[src/rtl/secure_serdes_decryptor_rx.sv]
// Receive-side deserialiser: rebuilds MSB-first cipher bytes, strips the key byte,
// and queues recovered bytes in a small FIFO drained over valid/ready.
module secure_serdes_decryptor_rx #(
  parameter logic [7:0]  KEY_BYTE = 8'h34,
  parameter int unsigned DEPTH    = 4,
  parameter int unsigned TIMEOUT  = 16
) (
  input  logic       clk,
  input  logic       rst,
  input  logic       bit_valid,
  input  logic       cipher_in,
  output logic [7:0] out_data,
  output logic       out_valid,
  input  logic       out_ready,
  output logic       overflow,
  output logic       frame_err,
  input  logic       err_clr,
  output logic [7:0] frame_count
);

  localparam int unsigned AW        = (DEPTH > 1) ? $clog2(DEPTH) : 1;
  localparam logic [AW:0] FULL_CNT  = DEPTH[AW:0];
  localparam logic [7:0]  IDLE_LAST = 8'(TIMEOUT - 1);

  typedef enum logic [1:0] {IDLE, RECV, PUSH} state_t;

  state_t        state_q, state_d;
  logic [7:0]    shreg_q, shreg_d;
  logic [3:0]    bit_cnt_q, bit_cnt_d;
  logic [7:0]    idle_cnt_q, idle_cnt_d;
  logic [7:0]    byte_q, byte_d;
  logic [AW-1:0] wr_ptr_q, wr_ptr_d;
  logic [AW-1:0] rd_ptr_q, rd_ptr_d;
  logic [AW:0]   count_q, count_d;
  logic          overflow_q, overflow_d;
  logic          frame_err_q, frame_err_d;
  logic [7:0]    frame_count_q, frame_count_d;
  logic [7:0]    mem_q [DEPTH];

  logic full, empty, pop, push, drop, timeout_hit;

  always_comb begin
    state_d     = state_q;
    shreg_d     = shreg_q;
    bit_cnt_d   = bit_cnt_q;
    idle_cnt_d  = idle_cnt_q;
    byte_d      = byte_q;
    timeout_hit = 1'b0;
    unique case (state_q)
      IDLE: begin
        if (bit_valid) begin
          shreg_d    = {shreg_q[6:0], cipher_in};
          bit_cnt_d  = 4'd1;
          idle_cnt_d = '0;
          state_d    = RECV;
        end
      end
      RECV: begin
        if (bit_valid) begin
          shreg_d    = {shreg_q[6:0], cipher_in};
          idle_cnt_d = '0;
          if (bit_cnt_q == 4'd7) begin
            byte_d    = {shreg_q[6:0], cipher_in} ^ KEY_BYTE;
            bit_cnt_d = '0;
            state_d   = PUSH;
          end else begin
            bit_cnt_d = bit_cnt_q + 4'd1;
          end
        end else if (idle_cnt_q == IDLE_LAST) begin
          timeout_hit = 1'b1;
          shreg_d     = '0;
          bit_cnt_d   = '0;
          idle_cnt_d  = '0;
          state_d     = IDLE;
        end else begin
          idle_cnt_d = idle_cnt_q + 8'd1;
        end
      end
      PUSH: begin
        // A bit arriving during the write cycle starts the next frame directly.
        if (bit_valid) begin
          shreg_d    = {shreg_q[6:0], cipher_in};
          bit_cnt_d  = 4'd1;
          idle_cnt_d = '0;
          state_d    = RECV;
        end else begin
          state_d = IDLE;
        end
      end
      default: state_d = IDLE;
    endcase
  end

  always_comb begin
    full  = (count_q == FULL_CNT);
    empty = (count_q == '0);
    pop   = out_ready && !empty;
    // A full FIFO still takes the byte when the head leaves in the same cycle.
    push  = (state_q == PUSH) && (!full || pop);
    drop  = (state_q == PUSH) && full && !pop;

    wr_ptr_d      = push ? wr_ptr_q + 1'b1 : wr_ptr_q;
    rd_ptr_d      = pop  ? rd_ptr_q + 1'b1 : rd_ptr_q;
    count_d       = count_q;
    if (push && !pop)      count_d = count_q + 1'b1;
    else if (pop && !push) count_d = count_q - 1'b1;
    frame_count_d = push ? frame_count_q + 8'd1 : frame_count_q;
    overflow_d    = (overflow_q  && !err_clr) || drop;
    frame_err_d   = (frame_err_q && !err_clr) || timeout_hit;
  end

  always_ff @(posedge clk or posedge rst) begin
    if (rst) begin
      state_q       <= IDLE;
      shreg_q       <= '0;
      bit_cnt_q     <= '0;
      idle_cnt_q    <= '0;
      byte_q        <= '0;
      wr_ptr_q      <= '0;
      rd_ptr_q      <= '0;
      count_q       <= '0;
      overflow_q    <= 1'b0;
      frame_err_q   <= 1'b0;
      frame_count_q <= '0;
    end else begin
      state_q       <= state_d;
      shreg_q       <= shreg_d;
      bit_cnt_q     <= bit_cnt_d;
      idle_cnt_q    <= idle_cnt_d;
      byte_q        <= byte_d;
      wr_ptr_q      <= wr_ptr_d;
      rd_ptr_q      <= rd_ptr_d;
      count_q       <= count_d;
      overflow_q    <= overflow_d;
      frame_err_q   <= frame_err_d;
      frame_count_q <= frame_count_d;
    end
  end

  always_ff @(posedge clk) begin
    if (push) mem_q[wr_ptr_q] <= byte_q;
  end

  assign out_valid   = !empty;
  assign out_data    = empty ? '0 : mem_q[rd_ptr_q];
  assign overflow    = overflow_q;
  assign frame_err   = frame_err_q;
  assign frame_count = frame_count_q;

endmodule

[config.mk]
export PLATFORM = sky130hd
export DESIGN_NAME = secure_serdes_decryptor_rx
export DESIGN_NICKNAME = d
export VERILOG_FILES = /design/src/rtl/secure_serdes_decryptor_rx.sv
export SDC_FILE = /design/constraint.sdc
export NUM_CORES = 1
export LEC_CHECK = 0
export BUFFER_PORTS_ARGS = -buffer_cell sky130_fd_sc_hd__buf_2
export CAP_MARGIN = 40
export CORE_MARGIN = 2
export CORE_UTILIZATION = 55
export DETAILED_ROUTE_END_ITERATION = 12
export PLACE_DENSITY_LB_ADDON = 0.12
export REMOVE_ABC_BUFFERS = 1
export SETUP_SLACK_MARGIN = 0.3
export SLEW_MARGIN = 0
export SYNTH_ARGS = -nofsm -noshare
export SYNTH_HDL_FRONTEND = slang
export SYNTH_SLANG_ARGS = --single-unit
[constraint.sdc]
create_clock -name clk -period 2.78 [get_ports clk]
set_input_delay 0.556 -clock clk [delete_from_list [all_inputs] [get_ports clk]]
set_output_delay 0.556 -clock clk [all_outputs]
set_load 0.1 [all_outputs]
; Word-level counts from Yosys, hierarchy flattened
; Memories as Yosys holds them, arrays and structs flattened.
; Cells that the tools add are included.
; W data, S select, Z words.
[classes]
n_eq_ne = 9
n_reduce_logical = 25
n_addsub = 7
n_bitwise = 1
mux = 27
[ops]
columns = operator, n
row1 = $mux W8, 4
row2 = $mux W7, 3
row3 = $add A8 B1 Y8 const B, 2
row4 = $mux W4, 4
row5 = $pmux W8 S2, 1
row6 = $pmux W7 S2, 1
row7 = $reduce_and A3 Y1, 3
row8 = $eq A8 B4 Y1 const B, 1
row9 = $logic_and A1 B1 Y1, 8
row10 = $mux W2, 4
row11 = $pmux W4 S2, 1
row12 = $mux W1, 6
row13 = $mux W3, 2
row14 = $ne A3 B3 Y1 const B, 2
row15 = $pmux W2 S3, 1
row16 = $logic_not A1 Y1, 5
row17 = $add A2 B1 Y2 const B, 2
row18 = $add A4 B1 Y4 const B, 1
row19 = $eq A4 B3 Y1 const B, 1
row20 = $reduce_bool A2 Y1, 2
row21 = $add A3 B1 Y3 const B, 1
row22 = $eq A3 B3 Y1 const B, 1
row23 = $logic_not A3 Y1, 1
row24 = $logic_or A1 B1 Y1, 3
row25 = 9 further kinds, 9
[word_totals]
regBits = 46
mem_count = 1
ram_bits = 32
inputBits = 6
[mem_list]
columns = name, depth, word_bits, rd, rd_ports_with_merged_regs, wr, line
row1 = mem_q, 4, 8, 1, 0, 1, 38  ; logic [7:0] mem_q [DEPTH];

; Longest topological paths before layout
[logic_depth]
ltp_word = 9
ltp_mapped = 10
ltp_nobuf = 8

; Least setup slack after synthesis
; No wires, ideal clock.
[synth_timing]
path_type = register to output
start = register count_q[0]
end = output port out_data[0]
required_ps = 2224
path_buffers = 1
path_stages_with_launch = 4
arrival_time_ps = 2380
slack_ps = -156
cell_sequence = dfrtp_1 or3_1 clkbuf_1 and2_1
[synth_between]
elab_chain_cells = 2
[synth_rtl]
columns = item, line
row1 = "start, declared", 34  ; logic [AW:0] count_q, count_d;
row2 = "start signal, assigned", 133  ; count_q <= count_d;
row3 = $logic_not A3 Y1, 96  ; empty = (count_q == '0);
row4 = $mux W8, 145  ; assign out_data = empty ? '0 : mem_q[rd_ptr_q];
row5 = "end, declared", 12  ; output logic [7:0] out_data,
; Every way passes these cells.

; Worst setup path in the final report
[layout_timing]
start = register rd_ptr_q[0]
end = output port out_data[5]
[layout_between]
elab_chain_cells = 2
[layout_rtl]
columns = item, line
row1 = "start, declared", 33  ; logic [AW-1:0] rd_ptr_q, rd_ptr_d;
row2 = "start signal, assigned", 132  ; rd_ptr_q <= rd_ptr_d;
row3 = $mem_v2 Z4 W8, -
row4 = $mux W8, 145
; Every way passes these cells.

==> results.ini <==
[outcome]
status=finished, final reports clean

[setup_path]
path_buf_inv=2
path_delay_family=multiplexers
crit_arrival_ns=1.80
worstSetupPathType=flip-flop to output pin
slowest_stage=mux4_2
worstPathCellList=buf_6 -> mux4_2 -> and2_1 -> clkbuf_4
end_kind=output pin
crit_path_start_kind=flip-flop
r2r-end=count_q[2]
r2r_slack_ns=0.52
critical_path.max_fanout=10
critPathRequiredTime_ns=2.22
slowest_delay_ns=0.50
rr_worst_depth=8
r2r_start=count_q[1]

[power]
p_per_area_nw_per_um2=989
totalPowerFinal_mw=3.81
swShare=0.427
p_sw_mw=1.63
p_seq_frac=0.424
max-vdd-ir-drop_mv=0.781
p_int_mw=2.18
p_clk_frac=0.190
p_leak_nw=1.61
power_frac_comb=0.386

[sta]
fin_skew_ns=0.00669
rsz0062_at_grt=no
min_period_over_period=0.848
final_hold_viol_count=0
finalSetupViolations=0
worstMarginPinSlew_ns=0.484
holdWs_ns=0.117
max_slew_margin=0.680
fmax_mhz=424
slew_violations=0
finalCriticalPeriod_ns=2.36
finalSetupTns_ns=0

[clocking]
post-cts-setup-buffers=0
clkTransAtPathRegs_ns=0.08
cts_root_buf=clkbuf_8
cts-buffers-inserted=9
clock_path_buffers=2
clk_latency_ns=0.34
cts_htree_levels=3
cts_tree=built
clkSinkCount=78

[global_route]
grt_start_max_net_pins=23
track_usage=0.178
antenna_found_initial=0
grt_pass1_wl_um=9740
grt_pass1_vias=1996
grt-ovfl-total=0

[die]
die_height_um=83.2
io_pins=25
core_region_area_um2=5990
start_util=0.576
die_area_um2=6920
fp-row-count=28
dieWidth_um=83.2

[logic_synthesis]
synth_flop_cell=dfrtp_1
yosysUniqueCellTypes=48
yosysTopAreaCellShare=0.334
syn-instance-count=256
synth_edf_count=32
avgSynthCellArea_um2=13.5
synth_area_leader_cell=dfrtp_1
synth_commonest_cells=46 x dfrtp_1, 32 x edfxtp_1, 20 x nand2_1
synthArstFlopShare=0.590
seq_area_frac_synth=0.612
synth.most_common_cell=dfrtp_1
synth_area_um2=3450
synth_warnings=0
synth_area_leaders=dfrtp_1 33%, edfxtp_1 28%, mux4_2 5.2%
ys_ff_latch=78

[cells_and_area]
final_core_util=0.643
area_growth_pct=11.6
insertedDiodeCount=0
drive_gt1_frac=0.214
final_nets=304

[drt]
drt-initial-drc-count=121
via_per_inst=5.53
via_count=2039
drtPass1Iterations=4
drt-total-wl_um=5520
drc_errors=0
antenna_left=0
wl_per_cell_um=14.9

[place]
gp_congestion=0.803
numPortBuffers=24
hpwl_um=3840

[hold_path]
hp-class=input pin to asynchronous set/reset pin

[flow_run]
cap_viol_max_count=0

[what timing repair did]
item,CTS,global route
setup endpoints to repair,0,8
hold buffers,0,0
gates resized for setup,0,16
[layer usage]
layer / vias to the layer above / global-route usage / share of wire / routed length [um]
li1: 991 / - / - / -
met1: 1011 / 0.249 / 0.48 / 2650
met2: 27 / 0.272 / 0.47 / 2580
met3: 10 / 0.0368 / 0.032 / 178
met4: 0 / 0.0805 / 0.020 / 108
met5: - / 0 / 0 / 0
[worst register-to-register path: cells and delay by family (launching register included)]
family	cells	cell delay (ns)
fa+ha+maj	2	0.58
simple gates	3	0.82
buf+inv	1	0.06
flops	1	0.42
xor+xnor	2	0.31
[power by group through the flow]
stage                     Combinational [mW]  Sequential, mW  Clock [mW]
after floorplan                         1.09            1.70           0
after global placement                  1.41            1.62           0
after detailed placement                1.43            1.64           0
after CTS                               1.43            1.61       0.744
after global routing                    1.57            1.65       0.799
final                                   1.47            1.61       0.725
[sequential cells by signal, summed over array words and instances (netlist names)]
name,cells
state_q,2
frame_count,8
wr_ptr_q,2
idle_cnt_q,8
count_q,3
overflow,1
frame_err,1
shreg_q,7
rd_ptr_q,2
bit_cnt_q,4
byte_q,8
mem_q,32
[metrics by stage]
step           setup slack [ns]  instance area, um2  cells
2_1_floorplan             0.123                3390    247
3_3_place_gp              0.597                3660    353
3_5_place_dp              0.516                3660    353
4_1_cts                   0.326                3830    369
5_1_grt                   0.343                3850    369
6_report                  0.422                3850    369
[how the worst max path moves through the flow]
stage,start,to,slack (ns),cells after the start
floorplan,count_q[0],out_data[0],0.12,2
global placement,count_q[1],count_q[2],0.60,8
detailed placement,count_q[1],count_q[2],0.52,8
CTS,rd_ptr_q[0],out_data[3],0.33,4
global route,rd_ptr_q[0],out_data[5],0.34,4
finish,rd_ptr_q[0],out_data[5],0.42,4
[placed cells by master (no fill, tap or decap), types with 2 or more instances in the layout]
cell type,count
inv_2,2
o21ai_0,2
and2_1,12
mux2i_1,8
nor4b_1,2
buf_4,13
and3_1,2
nand2_1,20
nor3_1,3
nand4_1,4
edfxtp_1,32
xnor2_1,9
a22oi_1,2
mux4_2,8
dfrtp_1,46
mux2_1,6
inv_1,14
o21ai_1,10
nor2_1,9
a21oi_1,6
clkinv_2,2
nand2b_1,3
xor2_1,6
ha_1,8
clkbuf_8,9
nand3_1,8
buf_2,16
a32o_1,4
[kinds of logic after synthesis]
logic type,count (synthesis),share of synthesized area
xor+xnor,15,0.0381
buf+inv,25,0.0334
simple gates,73,0.118
compound gates,32,0.0610
mux,24,0.103
fa+ha+maj,9,0.0348
flops,78,0.612
[layout make-up]
class	instances	area [um2]
clock inverters	6	38.8
flip-flops and latches	78	2110
well taps	75	93.8
clock buffers	10	128
repair buffers	31	196
fillers	466	2140
multi-input cells	153	1220
inverters	16	60.1
Power figures use the tool's default switching activity.
